--- src/rtl/lcd_pkg.sv ---
// Shared definitions for the LCD text scheduler.
//   NREQ        : number of requesters
//   LCD_TEXT_W  : default width of one text buffer (34 characters x 8 bits)
//   state_e     : scheduler FSM encoding
//   onehot4     : index -> one-hot requester mask
package lcd_pkg;

    localparam int NREQ       = 4;
    localparam int LCD_TEXT_W = 272;

    typedef enum logic [2:0] {
        ST_IDLE,
        ST_ARB,
        ST_LOAD,
        ST_SEND,
        ST_WAIT,
        ST_DONE
    } state_e;

    function automatic logic [NREQ-1:0] onehot4(input logic [1:0] idx);
        return NREQ'(1) << idx;
    endfunction

endpackage

--- src/rtl/rr_arbiter4.sv ---
// Four-way round-robin selector (purely combinational).
//   pending    in  4 : outstanding requests
//   last_grant in  2 : most recently served index
//   grant      out 2 : first pending index after last_grant, wrapping 3 -> 0
//   valid      out 1 : at least one request pending
module rr_arbiter4
    import lcd_pkg::*;
(
    input  logic [NREQ-1:0] pending,
    input  logic [1:0]      last_grant,
    output logic [1:0]      grant,
    output logic            valid
);

    logic [1:0] idx;

    // k runs 1..4 so last_grant itself is considered last.
    always_comb begin
        grant = last_grant;
        valid = 1'b0;
        idx   = last_grant;
        for (int k = 1; k <= NREQ; k++) begin
            idx = last_grant + 2'(k);
            if (!valid && pending[idx]) begin
                grant = idx;
                valid = 1'b1;
            end
        end
    end

endmodule

--- src/rtl/lcd_text_scheduler.sv ---
// Arbitrates four text sources onto one LCD sender.
//   CLK, RST           : clock, async active-high reset
//   req[3:0]           : one-cycle request pulses
//   txt0..txt3         : per-requester text, held stable until ack/timeout
//   sending_done       : sender completion pulse (honoured only in WAIT)
//   send_text          : one-cycle start pulse to the sender
//   text               : latched text of the granted requester
//   ack[3:0]           : one-hot completion pulse
//   busy               : transfer in progress
//   timeout            : one-cycle abort pulse
module lcd_text_scheduler
    import lcd_pkg::*;
#(
    parameter int TEXT_W  = LCD_TEXT_W,
    parameter int TIMEOUT = 50000000
) (
    input  logic              CLK,
    input  logic              RST,
    input  logic [NREQ-1:0]   req,
    input  logic [TEXT_W-1:0] txt0,
    input  logic [TEXT_W-1:0] txt1,
    input  logic [TEXT_W-1:0] txt2,
    input  logic [TEXT_W-1:0] txt3,
    input  logic              sending_done,
    output logic              send_text,
    output logic [TEXT_W-1:0] text,
    output logic [NREQ-1:0]   ack,
    output logic              busy,
    output logic              timeout
);

    localparam int            CW       = (TIMEOUT > 1) ? $clog2(TIMEOUT) : 1;
    localparam logic [CW-1:0] CNT_LAST = CW'(TIMEOUT - 1);

    state_e            state_q;
    logic [NREQ-1:0]   pending_q, pending_d;
    logic [1:0]        last_grant_q, grant_q;
    logic              requeue_q;
    logic [CW-1:0]     cnt_q;
    logic [TEXT_W-1:0] text_q, txt_sel;
    logic              send_text_q, busy_q, timeout_q;
    logic [NREQ-1:0]   ack_q;

    logic [1:0] arb_grant;
    logic       arb_valid;
    logic       done_hit, tmo_hit, xfer_end;

    rr_arbiter4 u_arb (
        .pending    (pending_q),
        .last_grant (last_grant_q),
        .grant      (arb_grant),
        .valid      (arb_valid)
    );

    assign done_hit = (state_q == ST_WAIT) && sending_done;
    assign tmo_hit  = (state_q == ST_WAIT) && !sending_done && (cnt_q == CNT_LAST);
    assign xfer_end = (state_q == ST_DONE) || tmo_hit;

    // The granted bit is released as the ack/timeout becomes visible, so the
    // following IDLE cycle never re-grants it. A repeat request seen since
    // LOAD (requeue_q) or in this very cycle keeps it pending.
    always_comb begin
        pending_d = pending_q | req;
        if (xfer_end && !requeue_q) begin
            pending_d[grant_q] = req[grant_q];
        end
    end

    always_comb begin
        case (grant_q)
            2'd0:    txt_sel = txt0;
            2'd1:    txt_sel = txt1;
            2'd2:    txt_sel = txt2;
            default: txt_sel = txt3;
        endcase
    end

    // busy is registered from the state being entered, and also held for the
    // cycle that carries ack/timeout, so it drops one cycle after completion.
    always_ff @(posedge CLK or posedge RST) begin
        if (RST) begin
            state_q      <= ST_IDLE;
            pending_q    <= '0;
            last_grant_q <= 2'd3;
            grant_q      <= 2'd0;
            requeue_q    <= 1'b0;
            cnt_q        <= '0;
            text_q       <= '0;
            send_text_q  <= 1'b0;
            ack_q        <= '0;
            busy_q       <= 1'b0;
            timeout_q    <= 1'b0;
        end else begin
            pending_q   <= pending_d;
            send_text_q <= 1'b0;
            ack_q       <= '0;
            timeout_q   <= 1'b0;
            case (state_q)
                ST_IDLE: begin
                    requeue_q <= 1'b0;
                    busy_q    <= |pending_d;
                    if (|pending_d) begin
                        state_q <= ST_ARB;
                    end
                end
                ST_ARB: begin
                    busy_q    <= 1'b1;
                    requeue_q <= 1'b0;
                    if (arb_valid) begin
                        grant_q <= arb_grant;
                        state_q <= ST_LOAD;
                    end else begin
                        state_q <= ST_IDLE;
                    end
                end
                ST_LOAD: begin
                    busy_q       <= 1'b1;
                    text_q       <= txt_sel;
                    last_grant_q <= grant_q;
                    send_text_q  <= 1'b1;
                    requeue_q    <= requeue_q | req[grant_q];
                    state_q      <= ST_SEND;
                end
                ST_SEND: begin
                    busy_q    <= 1'b1;
                    cnt_q     <= '0;
                    requeue_q <= requeue_q | req[grant_q];
                    state_q   <= ST_WAIT;
                end
                ST_WAIT: begin
                    busy_q <= 1'b1;
                    if (done_hit) begin
                        requeue_q <= requeue_q | req[grant_q];
                        state_q   <= ST_DONE;
                    end else if (tmo_hit) begin
                        requeue_q <= 1'b0;
                        timeout_q <= 1'b1;
                        state_q   <= ST_IDLE;
                    end else begin
                        requeue_q <= requeue_q | req[grant_q];
                        cnt_q     <= cnt_q + 1'b1;
                    end
                end
                ST_DONE: begin
                    busy_q    <= 1'b1;
                    requeue_q <= 1'b0;
                    ack_q     <= onehot4(grant_q);
                    state_q   <= ST_IDLE;
                end
                default: begin
                    busy_q  <= 1'b0;
                    state_q <= ST_IDLE;
                end
            endcase
        end
    end

    assign send_text = send_text_q;
    assign text      = text_q;
    assign ack       = ack_q;
    assign busy      = busy_q;
    assign timeout   = timeout_q;

endmodule
--- config.mk ---
export PLATFORM = sky130hd
export DESIGN_NAME = lcd_text_scheduler
export DESIGN_NICKNAME = d
export VERILOG_FILES = /design/src/rtl/lcd_pkg.sv /design/src/rtl/rr_arbiter4.sv /design/src/rtl/lcd_text_scheduler.sv
export SDC_FILE = /design/constraint.sdc
export NUM_CORES = 1
export LEC_CHECK = 0
export CORE_AREA = 3 3 533 535
export CTS_BUF_LIST = sky130_fd_sc_hd__clkbuf_16
export DETAILED_ROUTE_END_ITERATION = 8
export DIE_AREA = 0 0 536 538
export PLACE_DENSITY = 0.3
export SYNTH_ARGS = -nofsm -noshare
export SYNTH_HDL_FRONTEND = slang
export SYNTH_SLANG_ARGS = --single-unit
export TNS_END_PERCENT = 100
--- constraint.sdc ---
create_clock -name CLK -period 13.9 [get_ports CLK]
set_input_delay 2.78 -clock CLK [delete_from_list [all_inputs] [get_ports CLK]]
set_output_delay 2.78 -clock CLK [all_outputs]
set_load 0.005 [all_outputs]
==> results.json, run 1 <==
{
  "crit_type": "flop to output pin",
  "fmax_mhz": 210,
  "synth_edf_count": 0,
  "antenna_found_initial": 310,
  "final_util_pct": 13.8,
  "worstSetupStartpoint": "text[82]$_DFFE_PP0P_",
  "r2r-end": "text[203]$_DFFE_PP0P_",
  "yosys-top-cells-area": "dfrtp_1, mux4_2, mux2_2, clkbuf_1, nor2_1",
  "rrSetupSlack_ps": 9580,
  "maxSlewViolCount": 0,
  "endpoint_kind": "output pin",
  "dp_hpwl_um": 197000,
  "cp_data_arrival_time_ps": 1980,
  "ys_types": 51,
  "status": "complete, no violations",
  "die_h_um": 538,
  "synth_area_um2": 18700,
  "h-tree-depth": 2,
  "yosys.area.top_type": "dfrtp_1",
  "syn_area_per_cell_um2": 16.3,
  "core_um2": 279000,
  "whs_endpoint": "text[198]$_DFFE_PP0P_",
  "synthCells": 1148,
  "slowest_stage": "clkdlybuf4s50_1",
  "place_area_um2": 36900,
  "wl_um": 223000,
  "drive_gt1_share_pct": 25.7,
  "cts_tree": "yes",
  "hold_violations": 0,
  "synth-async-reset-ratio_pct": 100,
  "ant_nets": 0,
  "slowest_delay_ps": 850,
  "pwr_density_cell_nw_per_um2": 174,
  "synthFlopType": "dfrtp_1",
  "rr_startpoint": "grant_q[0]$_DFFE_PP0P_",
  "worstHoldPathCells": 1,
  "drc": 0,
  "ys_ff_latch": 317,
  "via_count": 19073,
  "cp-start-kind": "flop",
  "cp_num_cells": 1,
  "cp_cell_sequence": "clkdlybuf4s50_1",
  "ys_warn_count": 0,
  "grt_pass1_vias": 19706,
  "p_leak_nw": 13.1,
  "finalCritPeriodShare_pct": 34.3,
  "slew_headroom_pct": 36.1,
  "num_rows": 194,
  "setup_viol": 0,
  "synth_nets": 2244,
  "numClockSinks": 317,
  "io_buffer_count": 1373,
  "clk_path_buf_depth": 3,
  "cp.buffers_inverters": 1,
  "die_x_um": 536,
  "fillerInstances": 31243,
  "grt-ovfl-total": 0,
  "grt_pass1_wl_um": 268000,
  "final_cell_area_um2": 38600,
  "period_needed_ps": 4760,
  "grt.met2_usage_pct": 23.8,
  "hold_path_class": "flop to flop",
  "finalNetCount": 3592,
  "stdcell_count": 6309,
  "top_usage_layer": "met2",
  "yosysSeqAreaShare_pct": 42.5,
  "gp_congestion": 0.848,
  "clockRootBuffer": "clkbuf_16",
  "pin_count": 1374,
  "post-cts-setup-buffers": 0,
  "worstHoldStart": "text[198]$_DFFE_PP0P_",
  "dieArea_um2": 288000,
  "cap_violations": 0,
  "grtUsageMet3_pct": 9.36,
  "clkLatencyLatePin_ps": 690,
  "path_clk_slew_ps": 60,
  "fin_setup_tns_ps": 0,
  "numCtsBuffers": 53,
  "drtIter0Drc": 1151,
  "start_util_pct": 6.69,
  "ctsHoldBuffers": 0,
  "detail_route.wl_per_cell_um": 35.3,
  "rsz0062_at_grt": "false",
  "met1_usage_pct": 16.9,
  "grt_max_degree": 112,
  "cts_resized": 0,
  "cpLargestDelayFamily": "buffers and inverters",
  "skew_ps": 39.3,
  "grt_use_total_pct": 14.8,
  "viasPerCell": 3.02,
  "worst_pin_slew_ps": 958,
  "vdd_drop_max_v": 0.000119,
  "crit_fanout": 2,
  "finalPower_w": 0.00672,
  "syn_to_final_growth_pct": 107,
  "synth_top_cell_area_share_pct": 42.2,
  "drtPass1Iterations": 5,
  "critPathRequiredTime_ps": 11120,
  "dp_cells": 6165,
  "r2r_cells": 5
}
final cells by class:
type | count | area (um^2) | share of cell area [%]
well taps | 3724 | 4660 | 12.1
inverters | 5 | 26.3 | 0.0680
multi-input cells | 723 | 10300 | 26.7
clock inverters | 41 | 264 | 0.683
flip-flops and latches | 317 | 7940 | 20.6
clock buffers | 53 | 1330 | 3.43
diodes | 50 | 125 | 0.324
repair buffers | 1396 | 14000 | 36.1
state kept, by name, indices dropped and copies added, names as in the netlist, 2 cells and up:
name and count:
text 272, cnt_q 26, last_grant_q 2, pending_q 4, state_q 3, grant_q 2, ack 4
cells in the mapped netlist, types with 10 or more instances:
library cell	n
dfrtp_1	315
mux2_2	274
mux4_2	273
clkbuf_1	69
nor2_1	32
buf_1	28
nand2_1	13
nand3_1	12
xnor2_1	12
a21oi_1	10
nand4_1	10
per-stage QoR:
stage	hold WS (ps)	worst slack, ps
3_3_place_gp	488	8530
5_1_grt	515	9030
3_5_place_dp	495	8510
4_1_cts	507	8940
2_1_floorplan	497	2350
6_report	501	9140
cell usage in the layout, fill, tap and decap left out, drive strengths merged, types with 15 or more instances in the layout:
cell and n:
nand2 15, dfrtp 315, nor2 32, buf 23
mux4 273, diode 50, clkbuf 53, mux2 274
clkdlybuf4s50 1373, clkinv 21, inv 23
worst max-delay path by stage:
stage,endpoint,slack (ps)
3_3_place_gp,text[188]$_DFFE_PP0P_,8530
6_report,text[82],9140
5_1_grt,text[166],9030
4_1_cts,text[166],8940
3_5_place_dp,cnt_q[22]$_DFFE_PP0P_,8510
2_1_floorplan,ack[0]$_DFF_PP0_,2350
where the power goes:
| group | switching (W) | total [W] | internal, W |
|---|---|---|---|
| combinational | 0.00152 | 0.00369 | 0.00217 |
| sequential | 0.000372 | 0.00174 | 0.00137 |
| clock | 0.000587 | 0.00130 | 0.000708 |
per-layer routing:
metal | wire, um | part of all wire [%] | vias up
met2 | 99600 | 45 | 1396
met3 | 31500 | 14 | 508
li1 | - | - | 7469
met5 | 1300 | 0.58 | -
met4 | 4590 | 2.1 | 204
met1 | 85900 | 39 | 9496
logic make-up after synthesis:
kind of cell             count (synthesis)  share of synthesized area [%]
AND/OR/NAND/NOR                        121                           3.65
buffers and inverters                  108                           2.24
XOR/XNOR                                19                          0.891
flip-flops                             317                           42.5
adder cells (fa/ha/maj)                  1                         0.0670
AO/OA/AOI/OAI                           33                           1.14
multiplexers                           549                           49.5
Note: power is estimated with default switching activity, not from simulation.
==> inputs of run 2 (changes only) <==
Settings changed: CORE_AREA 3 3 533 535 to 3 3 541 543, DIE_AREA 0 0 536 538 to 0 0 544 546.
Clock period 13.9 ns to 4.3 ns, I/O delays scaled along.
==> results.json, run 2 (same netlist as run 1, synthesis figures left out) <==
{
  "fmax_mhz": 359,
  "grt_max_degree": 95,
  "stdcell_count": 6426,
  "cp_data_arrival_time_ps": 1920,
  "rsz0062_at_grt": "false",
  "hold_path_class": "flop to flop",
  "ant_nets": 0,
  "clockRootBuffer": "clkbuf_16",
  "grt_pass1_vias": 19962,
  "finalCritPeriodShare_pct": 64.8,
  "pwr_density_cell_nw_per_um2": 574,
  "worst_pin_slew_ps": 946,
  "place_area_um2": 37500,
  "cp_cell_sequence": "clkdlybuf4s50_1",
  "die_x_um": 544,
  "cap_violations": 0,
  "drtIter0Drc": 1303,
  "cts_resized": 0,
  "final_cell_area_um2": 39400,
  "status": "complete, no violations",
  "gp_congestion": 0.888,
  "vdd_drop_max_v": 0.000335,
  "drive_gt1_share_pct": 27.0,
  "via_count": 19475,
  "cp-start-kind": "flop",
  "largest_reg_flops": 272,
  "hold_violations": 0,
  "syn_to_final_growth_pct": 111,
  "drc": 0,
  "cpLargestDelayFamily": "buffers and inverters",
  "ctsHoldBuffers": 0,
  "final_common_cell": "clkdlybuf4s50_1",
  "io_buffer_count": 1373,
  "clkLatencyLatePin_ps": 750,
  "pin_count": 1374,
  "setup_viol": 0,
  "grt_pass1_wl_um": 277000,
  "dieArea_um2": 297000,
  "antenna_found_initial": 345,
  "endpoint_kind": "output pin",
  "cts_tree": "yes",
  "dp_hpwl_um": 206000,
  "crit_type": "flop to output pin",
  "grt_use_total_pct": 15.0,
  "crit_fanout": 2,
  "drtPass1Iterations": 4,
  "dp_cells": 6261,
  "p_leak_nw": 13.4,
  "path_clk_slew_ps": 60,
  "post-cts-setup-buffers": 0,
  "start_util_pct": 6.48,
  "final_cell_mix": "clkdlybuf4s50_1, dfrtp_1, mux2_2, mux4_2, clkbuf_16",
  "cp.buffers_inverters": 1,
  "numClockSinks": 317,
  "viasPerCell": 3.03,
  "period_needed_ps": 2780,
  "critPathRequiredTime_ps": 3440,
  "detail_route.wl_per_cell_um": 35.9,
  "h-tree-depth": 2,
  "slew_headroom_pct": 37.0,
  "clk_path_buf_depth": 3,
  "fillerInstances": 32221,
  "slowest_stage": "clkdlybuf4s50_1",
  "grt-ovfl-total": 0,
  "finalNetCount": 3633,
  "core_um2": 288000,
  "num_rows": 197,
  "numCtsBuffers": 55,
  "wl_um": 231000,
  "slowest_delay_ps": 820,
  "die_h_um": 546,
  "maxSlewViolCount": 0,
  "skew_ps": 67.6
}
## run 2: cell count changes in the layout (fill, tap and decap cells not counted), moves of 2 or more
| cell | previous run | this run |
|---|---|---|
| buf_4 | 20 | 44 |
| buf_12 | 3 | 18 |
| diode_2 | 50 | 64 |
| clkinv_1 | 8 | 14 |
| inv_1 | 21 | 15 |
| clkinvlp_4 | 1 | 5 |
| bufinv_16 | 1 | 3 |
| clkbuf_16 | 53 | 55 |
| clkinv_16 | 1 | 3 |
## run 2: metrics by stage
step | TNS [ps] | util [%] | hold slack (ps) | total power [W] | setup WS, ps
2_1_floorplan | -246710 | - | 497 | 0.0110 | -783
3_3_place_gp | 0 | 13.0 | 491 | 0.0184 | 887
3_5_place_dp | 0 | 13.0 | 494 | 0.0185 | 845
4_1_cts | 0 | 13.6 | 422 | 0.0233 | 1260
5_1_grt | 0 | 13.6 | 510 | 0.0239 | 1370
6_report | 0 | 13.7 | 503 | 0.0226 | 1520
## run 2: cell type report
class,instances,area (um^2),area share [%]
Multi-Input combinational cell,723,10300,26.2
Inverter,5,22.5,0.0572
Clock buffer,55,1380,3.50
Antenna cell,64,160,0.407
Tap cell,3781,4730,12.0
Timing Repair Buffer,1435,14400,36.7
Clock inverter,46,367,0.931
Sequential cell,317,7940,20.2
## run 2: path summary, 6_finish.rpt
check | slack (ps) | cells after the start | start | end
min reg2reg | 500 | 1 | text[164]$_DFFE_PP0P_ | text[164]$_DFFE_PP0P_
min | 500 | 1 | text[164]$_DFFE_PP0P_ | text[164]$_DFFE_PP0P_
max | 1520 | 1 | text[32]$_DFFE_PP0P_ | text[32]
min in group asynchronous | 540 | 2 | RST | text[192]$_DFFE_PP0P_
max reg2reg | 1570 | 7 | state_q[1]$_DFFE_PP0P_ | busy$_DFF_PP0_
max in group asynchronous | 2640 | 3 | RST | text[131]$_DFFE_PP0P_
## run 2: report_power, final
part	internal, W	leakage [nW]	switching [W]	total [W]
logic	0.00726	8.74	0.00520	0.0125
clock network	0.00250	0.879	0.00205	0.00455
registers	0.00443	3.78	0.00117	0.00559
total	0.0142	13.4	0.00841	0.0226
## run 2: layer usage
metal / GRT usage (%) / share of wire, % / up-vias
li1: - / - / 7573
met1: 16.7 / 38 / 9614
met2: 22.9 / 42 / 1449
met3: 11.3 / 17 / 591
met4: 2.58 / 2.6 / 248
met5: 0 / 0.72 / -
